**config.mk**
```make
export PLATFORM = sky130hd
export DESIGN_NAME = mem_lsq_fwd
export DESIGN_NICKNAME = d
export VERILOG_FILES = /design/src/rtl/mips_core_pkg.sv /design/src/rtl/mem_store_buffer.sv /design/src/rtl/mem_lsq_fwd.sv
export SDC_FILE = /design/constraint.sdc
export NUM_CORES = 2
export LEC_CHECK = 0
export ABC_CLOCK_PERIOD_IN_PS = 13600
export BUFFER_PORTS_ARGS = -buffer_cell sky130_fd_sc_hd__buf_2
export CAP_MARGIN = 20
export CORE_MARGIN = 2
export CORE_UTILIZATION = 55
export CTS_CLUSTER_DIAMETER = 40
export CTS_CLUSTER_SIZE = 28
export DETAILED_ROUTE_END_ITERATION = 8
export HOLD_SLACK_MARGIN = 0.08
export PLACE_DENSITY = 0.76
export SLEW_MARGIN = 20
export SYNTH_ARGS = -nofsm -noshare
export SYNTH_HDL_FRONTEND = slang
export SYNTH_SLANG_ARGS = --single-unit
```
**constraint.sdc**
```tcl
create_clock -name clk -period 13.6 [get_ports clk]
set_input_delay 2.72 -clock clk [delete_from_list [all_inputs] [get_ports clk]]
set_output_delay 2.72 -clock clk [all_outputs]
set_load 0.005 [all_outputs]
```
**src/rtl/mips_core_pkg.sv**
```systemverilog
// Shared types for the memory pipeline: LSQ and store-buffer entry layouts.
// Latency: n/a (types and constants only).
// Backpressure: n/a.
// Entry field widths are fixed here, so instantiating modules must keep their
// ADDR_WIDTH/DATA_WIDTH/TAG_WIDTH equal to ADDR_W/DATA_W/TAG_W.
package mips_core_pkg;

  localparam int LSQ_DEPTH_DEF  = 8;
  localparam int SB_DEPTH_DEF   = 8;
  localparam int ADDR_W         = 32;
  localparam int DATA_W         = 32;
  localparam int TAG_W          = 4;
  localparam int LSQ_DEPTH_BITS = $clog2(LSQ_DEPTH_DEF);
  localparam int SB_DEPTH_BITS  = $clog2(SB_DEPTH_DEF);

  // While addr_rdy=0, addr holds the sign-extended offset still waiting for its base.
  typedef struct packed {
    logic              valid;
    logic              is_store;
    logic [TAG_W-1:0]  tag;
    logic              addr_rdy;
    logic [ADDR_W-1:0] addr;
    logic [TAG_W-1:0]  addr_tag;
    logic              data_rdy;
    logic [DATA_W-1:0] data;
    logic [TAG_W-1:0]  data_tag;
  } lsq_entry_t;

  typedef struct packed {
    logic              valid;
    logic              committed;
    logic [ADDR_W-1:0] addr;
    logic [DATA_W-1:0] data;
  } sb_entry_t;

endpackage

```
**src/rtl/mem_store_buffer.sv**
```systemverilog
// Store buffer: in-order FIFO of dispatched stores, commit marking, youngest-match search, drain.
// Latency: push visible next cycle; st_req_* is driven combinationally from the registered head entry.
// Backpressure: full blocks push (from registered state only); the head holds on st_req_ready=0.
// Ports: push/push_addr/push_data/full (from LSQ), commit_st, flush, search_addr -> match/match_data,
//        st_req_valid/ready/addr/data (D-cache store channel).
module mem_store_buffer
  import mips_core_pkg::*;
#(
  parameter int SB_DEPTH   = SB_DEPTH_DEF,
  parameter int ADDR_WIDTH = ADDR_W,
  parameter int DATA_WIDTH = DATA_W
) (
  input  logic                  clk,
  input  logic                  rst_n,
  input  logic                  flush,
  input  logic                  push,
  input  logic [ADDR_WIDTH-1:0] push_addr,
  input  logic [DATA_WIDTH-1:0] push_data,
  output logic                  full,
  input  logic                  commit_st,
  input  logic [ADDR_WIDTH-1:0] search_addr,
  output logic                  match,
  output logic [DATA_WIDTH-1:0] match_data,
  output logic                  st_req_valid,
  input  logic                  st_req_ready,
  output logic [ADDR_WIDTH-1:0] st_req_addr,
  output logic [DATA_WIDTH-1:0] st_req_data
);

  localparam int SW = $clog2(SB_DEPTH);

  sb_entry_t     sb_q [SB_DEPTH];
  logic [SW:0]   head_q, tail_q, cmt_q, cmt_nxt;
  logic [SW-1:0] head_idx, tail_idx, cmt_idx, scan_idx;
  logic          uncmt_any, commit_do, pop, push_ok;

  assign head_idx = head_q[SW-1:0];
  assign tail_idx = tail_q[SW-1:0];
  assign cmt_idx  = cmt_q[SW-1:0];
  assign full     = (head_idx == tail_idx) && (head_q[SW] != tail_q[SW]);

  // cmt_q points at the oldest uncommitted entry; everything from head to cmt_q-1 is committed.
  assign uncmt_any = (cmt_q != tail_q);
  assign commit_do = commit_st && uncmt_any;
  assign cmt_nxt   = commit_do ? cmt_q + 1'b1 : cmt_q;
  assign push_ok   = push && !full && !flush;

  assign st_req_valid = sb_q[head_idx].valid && sb_q[head_idx].committed;
  assign st_req_addr  = st_req_valid ? sb_q[head_idx].addr : '0;
  assign st_req_data  = st_req_valid ? sb_q[head_idx].data : '0;
  assign pop          = st_req_valid && st_req_ready;

  // Scan oldest to youngest so the last hit is the youngest matching store.
  always_comb begin
    match      = 1'b0;
    match_data = '0;
    scan_idx   = '0;
    for (int k = 0; k < SB_DEPTH; k++) begin
      scan_idx = head_idx + k[SW-1:0];
      if (sb_q[scan_idx].valid && (sb_q[scan_idx].addr == search_addr)) begin
        match      = 1'b1;
        match_data = sb_q[scan_idx].data;
      end
    end
  end

  always_ff @(posedge clk or negedge rst_n) begin
    if (!rst_n) begin
      head_q <= '0;
      tail_q <= '0;
      cmt_q  <= '0;
      for (int i = 0; i < SB_DEPTH; i++) sb_q[i] <= '0;
    end else begin
      // A commit in the flush cycle lands first, so that entry survives the truncation.
      for (int i = 0; i < SB_DEPTH; i++) begin
        if (commit_do && (cmt_idx == i[SW-1:0])) begin
          sb_q[i].committed <= 1'b1;
        end else if (flush && sb_q[i].valid && !sb_q[i].committed) begin
          sb_q[i].valid <= 1'b0;
        end
      end
      if (pop) begin
        sb_q[head_idx].valid <= 1'b0;
        head_q               <= head_q + 1'b1;
      end
      if (push_ok) begin
        sb_q[tail_idx] <= {1'b1, 1'b0, push_addr, push_data};
        tail_q         <= tail_q + 1'b1;
      end
      cmt_q <= cmt_nxt;
      if (flush) tail_q <= cmt_nxt;
    end
  end

endmodule

```
**src/rtl/mem_lsq_fwd.sv**
```systemverilog
// In-order load/store queue with store buffer and store-to-load forwarding on exact address match.
// Latency: alloc to ld_req_valid or fwd_valid is two cycles with operands ready; store to SB one cycle.
// Backpressure: lsq_full stalls decode; ld_req_* hold until ld_req_ready; a full SB stalls a store head.
// Ports: alloc_* (decode), cdb_* (operand snoop), commit_st/flush (ROB), ld_req_*/st_req_* (D-cache),
//        fwd_* (forwarded load result, one-cycle pulse).
module mem_lsq_fwd
  import mips_core_pkg::*;
#(
  parameter int LSQ_DEPTH  = LSQ_DEPTH_DEF,
  parameter int SB_DEPTH   = SB_DEPTH_DEF,
  parameter int ADDR_WIDTH = ADDR_W,
  parameter int DATA_WIDTH = DATA_W,
  parameter int TAG_WIDTH  = TAG_W,
  parameter bit FWD_EN     = 1'b1
) (
  input  logic                  clk,
  input  logic                  rst_n,
  input  logic                  flush,
  input  logic                  alloc_valid,
  input  logic                  alloc_is_store,
  input  logic [TAG_WIDTH-1:0]  alloc_tag,
  input  logic [ADDR_WIDTH-1:0] alloc_offset,
  input  logic                  alloc_base_rdy,
  input  logic [DATA_WIDTH-1:0] alloc_base,
  input  logic [TAG_WIDTH-1:0]  alloc_base_tag,
  input  logic                  alloc_data_rdy,
  input  logic [DATA_WIDTH-1:0] alloc_data,
  input  logic [TAG_WIDTH-1:0]  alloc_data_tag,
  output logic                  lsq_full,
  input  logic                  cdb_valid,
  input  logic [TAG_WIDTH-1:0]  cdb_tag,
  input  logic [DATA_WIDTH-1:0] cdb_data,
  input  logic                  commit_st,
  output logic                  ld_req_valid,
  input  logic                  ld_req_ready,
  output logic [ADDR_WIDTH-1:0] ld_req_addr,
  output logic [TAG_WIDTH-1:0]  ld_req_tag,
  output logic                  st_req_valid,
  input  logic                  st_req_ready,
  output logic [ADDR_WIDTH-1:0] st_req_addr,
  output logic [DATA_WIDTH-1:0] st_req_data,
  output logic                  fwd_valid,
  output logic [TAG_WIDTH-1:0]  fwd_tag,
  output logic [DATA_WIDTH-1:0] fwd_data
);

  localparam int LW = $clog2(LSQ_DEPTH);

  lsq_entry_t      lsq_q [LSQ_DEPTH];
  lsq_entry_t      new_e;
  logic [LW:0]     head_q, tail_q;
  logic [LW-1:0]   head_idx, tail_idx;
  logic            lsq_empty, alloc_fire, head_rdy, ld_head, st_head;
  logic            sb_push, sb_full, sb_match;
  logic [DATA_WIDTH-1:0] sb_match_data;
  logic            ld_issue, ld_fwd, ld_accept, lsq_pop;

  assign head_idx   = head_q[LW-1:0];
  assign tail_idx   = tail_q[LW-1:0];
  assign lsq_empty  = (head_q == tail_q);
  assign lsq_full   = (head_idx == tail_idx) && (head_q[LW] != tail_q[LW]);
  assign alloc_fire = alloc_valid && !lsq_full && !flush;

  // Loads are allocated with data_rdy=1, so one test covers both kinds.
  assign head_rdy  = !lsq_empty && lsq_q[head_idx].addr_rdy && lsq_q[head_idx].data_rdy;
  assign st_head   = head_rdy && lsq_q[head_idx].is_store;
  assign ld_head   = head_rdy && !lsq_q[head_idx].is_store;
  assign ld_accept = ld_req_valid && ld_req_ready;

  // A load already presented to the cache owns the head until accepted; it must not re-issue.
  assign sb_push  = st_head && !sb_full && !flush;
  assign ld_fwd   = FWD_EN && ld_head && !ld_req_valid && sb_match && !flush;
  assign ld_issue = ld_head && !ld_req_valid && !sb_match && !flush;
  assign lsq_pop  = sb_push || ld_fwd || ld_accept;

  always_comb begin
    new_e          = '0;
    new_e.valid    = 1'b1;
    new_e.is_store = alloc_is_store;
    new_e.tag      = alloc_tag;
    new_e.addr_tag = alloc_base_tag;
    new_e.data_tag = alloc_data_tag;
    if (alloc_base_rdy) begin
      new_e.addr_rdy = 1'b1;
      new_e.addr     = alloc_base + alloc_offset;
    end else if (cdb_valid && (cdb_tag == alloc_base_tag)) begin
      new_e.addr_rdy = 1'b1;
      new_e.addr     = alloc_offset + cdb_data;
    end else begin
      new_e.addr     = alloc_offset;
    end
    if (!alloc_is_store || alloc_data_rdy) begin
      new_e.data_rdy = 1'b1;
      new_e.data     = alloc_data;
    end else if (cdb_valid && (cdb_tag == alloc_data_tag)) begin
      new_e.data_rdy = 1'b1;
      new_e.data     = cdb_data;
    end
  end

  always_ff @(posedge clk or negedge rst_n) begin
    if (!rst_n) begin
      head_q <= '0;
      tail_q <= '0;
      for (int i = 0; i < LSQ_DEPTH; i++) lsq_q[i] <= '0;
    end else if (flush) begin
      head_q <= '0;
      tail_q <= '0;
      for (int i = 0; i < LSQ_DEPTH; i++) lsq_q[i] <= '0;
    end else begin
      for (int i = 0; i < LSQ_DEPTH; i++) begin
        if (lsq_q[i].valid && !lsq_q[i].addr_rdy && cdb_valid && (cdb_tag == lsq_q[i].addr_tag)) begin
          lsq_q[i].addr     <= lsq_q[i].addr + cdb_data;
          lsq_q[i].addr_rdy <= 1'b1;
        end
        if (lsq_q[i].valid && !lsq_q[i].data_rdy && cdb_valid && (cdb_tag == lsq_q[i].data_tag)) begin
          lsq_q[i].data     <= cdb_data;
          lsq_q[i].data_rdy <= 1'b1;
        end
      end
      if (lsq_pop) begin
        lsq_q[head_idx].valid <= 1'b0;
        head_q                <= head_q + 1'b1;
      end
      if (alloc_fire) begin
        lsq_q[tail_idx] <= new_e;
        tail_q          <= tail_q + 1'b1;
      end
    end
  end

  always_ff @(posedge clk or negedge rst_n) begin
    if (!rst_n) begin
      ld_req_valid <= 1'b0;
      ld_req_addr  <= '0;
      ld_req_tag   <= '0;
      fwd_valid    <= 1'b0;
      fwd_tag      <= '0;
      fwd_data     <= '0;
    end else begin
      fwd_valid <= 1'b0;
      if (flush || ld_accept) begin
        ld_req_valid <= 1'b0;
      end else if (ld_issue) begin
        ld_req_valid <= 1'b1;
        ld_req_addr  <= lsq_q[head_idx].addr;
        ld_req_tag   <= lsq_q[head_idx].tag;
      end
      if (ld_fwd) begin
        fwd_valid <= 1'b1;
        fwd_tag   <= lsq_q[head_idx].tag;
        fwd_data  <= sb_match_data;
      end
    end
  end

  mem_store_buffer #(
    .SB_DEPTH   (SB_DEPTH),
    .ADDR_WIDTH (ADDR_WIDTH),
    .DATA_WIDTH (DATA_WIDTH)
  ) u_sb (
    .clk          (clk),
    .rst_n        (rst_n),
    .flush        (flush),
    .push         (sb_push),
    .push_addr    (lsq_q[head_idx].addr),
    .push_data    (lsq_q[head_idx].data),
    .full         (sb_full),
    .commit_st    (commit_st),
    .search_addr  (lsq_q[head_idx].addr),
    .match        (sb_match),
    .match_data   (sb_match_data),
    .st_req_valid (st_req_valid),
    .st_req_ready (st_req_ready),
    .st_req_addr  (st_req_addr),
    .st_req_data  (st_req_data)
  );

endmodule
```
# --- Word level (Yosys, flattened, before mapping) ---
# Cells that the tools add are included.
classes:
  n_bitwise: 12
  addsub: 22
  mux: 134
  eq_ne: 39
  n_reduce_logical: 149
  order_cmp: 15
op_table:
  columns: ["cell", "n"]
  rows:
  - ["$mux 640", 4]
  - ["$bmux 66 s3", 8]
  - ["$bwmux 640", 2]
  - ["$mux 66", 18]
  - ["$mux 33", 35]
  - ["$bwmux 528", 2]
  - ["$mux 528", 2]
  - ["$demux 80 s3", 2]
  - ["$demux 66 s3", 2]
  - ["$mux 32", 11]
  - ["$add 32x32->32", 10]
  - ["$eq 32x32->1", 8]
  - ["$bmux 80 s3", 1]
  - ["$mux 80", 2]
  - ["$mux 79", 2]
  - ["$logic_and 1x1->1", 107]
  - ["$eq 4x4->1", 19]
  - ["$ge 4x4->1 const B", 11]
  - ["$not 3->4", 11]
  - ["$mux 1", 36]
  - ["$logic_not 1->1", 32]
  - ["$mux 4", 7]
  - ["$add 4x1->4 const B", 5]
  - ["$lt 4x1->1 const B", 4]
  - ["other kinds (14)", 30]
word_totals:
  elab_cells: 486
  inputBits: 155
  out_inout_bits: 140
  regBits: 1262

# --- Longest topological paths before layout ---
logic_depth:
  ltp_word: 23
  mapped_depth: 31
  depth_no_buf: 13

# --- Modules after synthesis ---
# From an unflattened synthesis, not the netlist that was laid out.
hier_totals:
  hier_cells: 10351
  area_unflattened_um2: 100149.8
modules_own_cells:
  columns: ["module", "cells_each", "area_each_um2", "seq_area_each_um2", "n_inst"]
  rows:
  - ["mem_lsq_fwd", 6193, 53326.1, 18067.3, 1]
  - ["mem_store_buffer", 4158, 46823.7, 13513.0, 1]

# --- Worst setup path after synthesis ---
# OpenSTA, ideal clock, no wires.
synth_path:
  kind: "register -> register"
  startpoint: "reg u_sb.head_q[0]"
  endpoint: "reg fwd_data[10]"
  path_buffers: 16
  stages_incl_launch_ff: 29
  synth_period_minus_slack_ns: 6.807
  setup_ns: 0.125
  arrival_ns: 6.682
  t_required_ns: 13.475
  path_slack_ns: 6.793
  cell_sequence: "dfrtp_1 buf_6 buf_6 buf_12 buf_6 buf_6 buf_4 buf_4 buf_4 buf_2 buf_2 buf_2 clkbuf_1 inv_1 ha_1 buf_2 buf_1 mux4_2 mux2i_1 xnor2_1 nand3_1 or4b_1 or4_1 and4_4 a21oi_4 buf_6 buf_6 mux2i_1 nand2_1"
synth_via:
  elab_cells_between_ends: 73
  classes_between: "7 x add/sub; 8 x eq/ne; 40 x mux; 8 x bitwise; 10 x reduce/logical"
synth_rtl:
  columns: ["item", "line", "rtl"]
  rows:
  - ["start, declared", "mem_store_buffer.sv:33", "logic [SW:0] head_q, tail_q, cmt_q, cmt_nxt;"]
  - ["start signal, assigned", "mem_store_buffer.sv:84", "head_q <= head_q + 1'b1;"]
  - ["$add 3x3->3 *", "mem_store_buffer.sv:59", "scan_idx = head_idx + k[SW-1:0];"]
  - ["via u_sb.scan_idx[0]", "mem_store_buffer.sv:34", "logic [SW-1:0] head_idx, tail_idx, cmt_idx, scan_idx;"]
  - ["$not 3->4 (implied by the code) *", "mem_store_buffer.sv:60, mem_store_buffer.sv:62", null]
  - ["$bmux 66 s3 *", "mem_store_buffer.sv:60, mem_store_buffer.sv:62", null]
  - ["$mux 66 (implied by the code) * (2 in series)", "mem_store_buffer.sv:60", "if (sb_q[scan_idx].valid && (sb_q[scan_idx].addr == search_addr)) begin"]
  - ["$eq 32x32->1", "mem_store_buffer.sv:60", null]
  - ["$logic_and 1x1->1", "mem_store_buffer.sv:60", null]
  - ["$mux 1", "mem_store_buffer.sv:60", null]
  - ["$logic_and 1x1->1 (2 in series)", "mem_lsq_fwd.sv:72", "assign ld_fwd = FWD_EN && ld_head && !ld_req_valid && sb_match && !flush;"]
  - ["end signal, assigned", "mem_lsq_fwd.sv:152", "fwd_data <= sb_match_data;"]
  - ["end, declared", "mem_lsq_fwd.sv:44", "output logic [DATA_WIDTH-1:0] fwd_data"]
# The timed path passes the listed nets; every way through them passes the cells marked *. The select of a mux whose other input is x is not followed.
# A chain may end at the register's enable or synchronous reset.

# --- Worst setup path in the final report ---
layout_path:
  startpoint: "reg u_sb.head_q[1]"
  endpoint: "reg fwd_data[20]"
layout_via:
  elab_chain_cells: 16
  elab_cells_between_ends: 73
  classes_between: "7 x add/sub; 8 x eq/ne; 40 x mux; 8 x bitwise; 10 x reduce/logical"
layout_rtl:
  columns: ["item", "line"]
  rows:
  - ["$add 3x1->3 or $not 3->4 (tied branches)", "mem_store_buffer.sv:59, mem_store_buffer.sv:60, mem_store_buffer.sv:62"]
  - ["$not 3->4 (implied by the code) or $bmux 66 s3 (tied branches)", "mem_store_buffer.sv:60, mem_store_buffer.sv:62"]
  - ["$bmux 66 s3 or $mux 66 (tied branches)", "mem_store_buffer.sv:60, mem_store_buffer.sv:62"]
  - ["$mux 66 (implied by the code)", "mem_store_buffer.sv:60"]
  - ["$mux 66 (implied by the code) or $eq 32x32->1 (tied branches)", "mem_store_buffer.sv:60"]
  - ["$eq 32x32->1 or $logic_and 1x1->1 (tied branches)", "mem_store_buffer.sv:60"]
  - ["$logic_and 1x1->1 or $mux 1 (tied branches)", "mem_store_buffer.sv:60"]
  - ["$mux 1 (7 in series)", "mem_store_buffer.sv:60"]
  - ["$logic_and 1x1->1 (2 in series)", "mem_lsq_fwd.sv:72"]
# Parallel ways exist; a longest one is shown, timed or not. The select of a mux whose other input is x is not followed.

==> flow_metrics.tcl <==
set metrics [dict create \
    status "completed" \
    fillCellCount 14600 \
    grt_use_total_pct 39.9 \
    vias 90700 \
    clk_latency_ns 0.90 \
    io_buffers 294 \
    synth_nets 11000 \
    drive_above_1_share_pct 15.5 \
    tightest_slew_ns 1.23 \
    worstPathCellList "inv_6 > buf_4 > ha_4 > clkinv_2 > buf_4 > buf_4 > mux2i_1 > mux2i_1 > xnor2_1 > or4_1 > or4_1 > or2_1 > buf_4 > and4_4 > a21oi_4 > buf_4 > buf_4 > mux2i_1 > nand2_1" \
    synth_common_cells "1,262 x dfrtp_1, 1,113 x nand2_1, 964 x nor2_1" \
    hold_viol_final 0 \
    slew_violations 0 \
    finalPower_mw 11.9 \
    r2r_cells 19 \
    post-route-util_pct 60.8 \
    rsz0062_at_grt "false" \
    hold_buffers 0 \
    wire_per_inst_microns 28.9 \
    relSlewSlack_pct 17.1 \
    grt_max_degree 166 \
    cts_tree "built" \
    dp_hpwl_microns 247000 \
    ys_async_sr_fraction_pct 100 \
    hp-start "ld_req_addr[16]" \
    cts_resized 0 \
    grt_overflow 0 \
    dr.first_iter.drc_count 12100 \
    cts_made_buffers 213 \
    post-cts-setup-buffers 0 \
    dieArea_sq_mm 0.182 \
    ant_nets 0 \
    whs_endpoint "ld_req_addr[16]" \
    fmax_mhz 110 \
    grt_antenna_before_repair 14 \
    synth_cell_types 106 \
    yosys-top-cells-area "dfrtp_1 32%, mux4_2 12%, mux2i_1 8.2%" \
    synth_most_common_cell "dfrtp_1" \
    syn_to_final_growth_pct 10.1 \
    avgSynthCellArea_sq_um 9.39 \
    syn_inst 10500 \
    placed_cells 12400 \
    multi_input_area_sq_mm 0.0626 \
    rows 155 \
    synth.top_cell.area_share_pct 32.1 \
    final.period_utilization_pct 66.9 \
    r2r-end "fwd_data[20]" \
    rrSetupSlack_ns 4.51 \
    synth-seq-area-share_pct 32.1 \
    worstPathRequired_ns 14.36 \
    layout_setup_ws_ns 4.51 \
    synth_area_leader_cell "dfrtp_1" \
    core-area_sq_mm 0.178 \
    post-place-ws_ns 4.81 \
    slowest_delay_ns 0.80 \
    endpoint_kind "flop" \
    fin_area_sq_mm 0.108 \
    synth-edff-count 0 \
    drc 0 \
    tns_ns 0 \
    cts_buffer_depth 3 \
    synth_area_sq_mm 0.0983 \
    critPathTopFamily "buffers and inverters" \
    synth-seq-cells 1262 \
    path_max_fanout 71 \
    fin_nets 10700 \
    initial_core_util_pct 55.2 \
    r2r_start "u_sb.head_q[1]" \
    final_cells 12800 \
    synth_flop_cell "dfrtp_1" \
    power_density_mw_per_mm2 110 \
    register_area_sq_mm 0.0316 \
    cp-start-kind "flop" \
    ys_warn_count 0 \
    crit_type "reg2reg" \
    cpMostUsedCell "buf_4" \
    wl_microns 369000 \
    dieHeight_microns 427 \
    path_buf_inv 8 \
    clock-sinks 1262 \
    viasPerCell 7.09 \
    hold_path_depth 1 \
    placed_cell_area_sq_mm 0.101 \
    io_pins 295 \
    setup_violations 0 \
    leakage_nw 47.4 \
    hold_class "reg2reg" \
    clkSlewWorstSetupHoldPaths_ns 0.06 \
    gp_congestion 1.05 \
    cts_root_buf "clkbuf_16" \
    drtPass1Iterations 7 \
    grt_pass1_vias 87700 \
    fin_crit_ns 9.09 \
    skew_ns 0.0966 \
    drv_cap 0 \
    die_w_microns 427 \
    grt_pass1_wl_microns 553000 \
    cp_slowest_cell "buf_4" \
    cts_max_level 4 \
    ir_drop_mv 0.125 \
    whs_ns 0.482 \
    path_depth 19 \
    cp_data_arrival_time_ns 9.86 \
]
-- cell families (layout without fill, tap and decap cells) --
| logic type | Yosys count | in the layout | synth area share (%) |
|---|---|---|---|
| fa+ha+maj | 335 | 335 | 4.34 |
| compound gates | 2862 | 2862 | 18.9 |
| buf+inv | 1024 | 986 | 4.56 |
| xor+xnor | 570 | 570 | 5.09 |
| other cells | 0 | 9 | 0 |
| simple gates | 2973 | 2973 | 13.7 |
| flops | 1262 | 1262 | 32.1 |
| mux | 1441 | 1441 | 21.3 |
-- registers in the layout, summed over array words and instances (netlist names) --
register / cells
ld_req_addr: 32
head_q: 4
ld_req_tag: 4
ld_req_valid: 1
u_sb.head_q: 4
u_sb.tail_q: 4
lsq_q: 640
tail_q: 4
fwd_tag: 4
fwd_valid: 1
fwd_data: 32
u_sb.cmt_q: 4
u_sb.sb_q: 528
-- layer usage --
layer	wire [microns]	global-route usage [%]	vias up
li1	-	-	38700
met1	138000	52.3	44600
met2	161000	59.3	6122
met3	44700	10.5	1275
met4	25500	24.1	12
met5	77	0	-
-- placed cells by master (no fill, tap or decap), types with 214 or more instances in the layout --
master and instances:
o21ai_0 645, mux4_2 502, a21oi_1 720, nor2_1 956
clkbuf_16 214, a211oi_1 529, mux2i_1 807, xnor2_1 395
buf_2 292, dfrtp_1 1256, nand2_1 1108, ha_1 323
-- power breakdown --
part / internal (mW) / leakage, nW / switching [mW]
sequential: 3.86 / 17.4 / 0.135
clock: 3.41 / 3.60 / 2.20
combinational: 0.855 / 26.4 / 1.48
-- final cells by class --
cell class	count	area share, %
Inverter	108	0.383
Sequential cell	1262	29.2
Multi-Input combinational cell	8181	57.9
Clock inverter	162	1.81
Tap cell	2355	2.72
Clock buffer	238	5.16
Antenna cell	9	0.0208
Timing Repair Buffer	478	2.79
-- how the worst max path moves through the flow --
stage | end | slack, ns | from
CTS | st_req_valid | 4.79 | u_sb.head_q[0]
detailed placement | fwd_data[20] | 4.81 | u_sb.head_q[1]
global route | fwd_data[20] | 4.37 | u_sb.head_q[1]
finish | fwd_data[20] | 4.51 | u_sb.head_q[1]
global placement | fwd_data[22] | 5.03 | u_sb.head_q[1]
floorplan | fwd_data[10] | 6.79 | u_sb.head_q[0]
No activity file was read; power rests on OpenSTA's default activity.
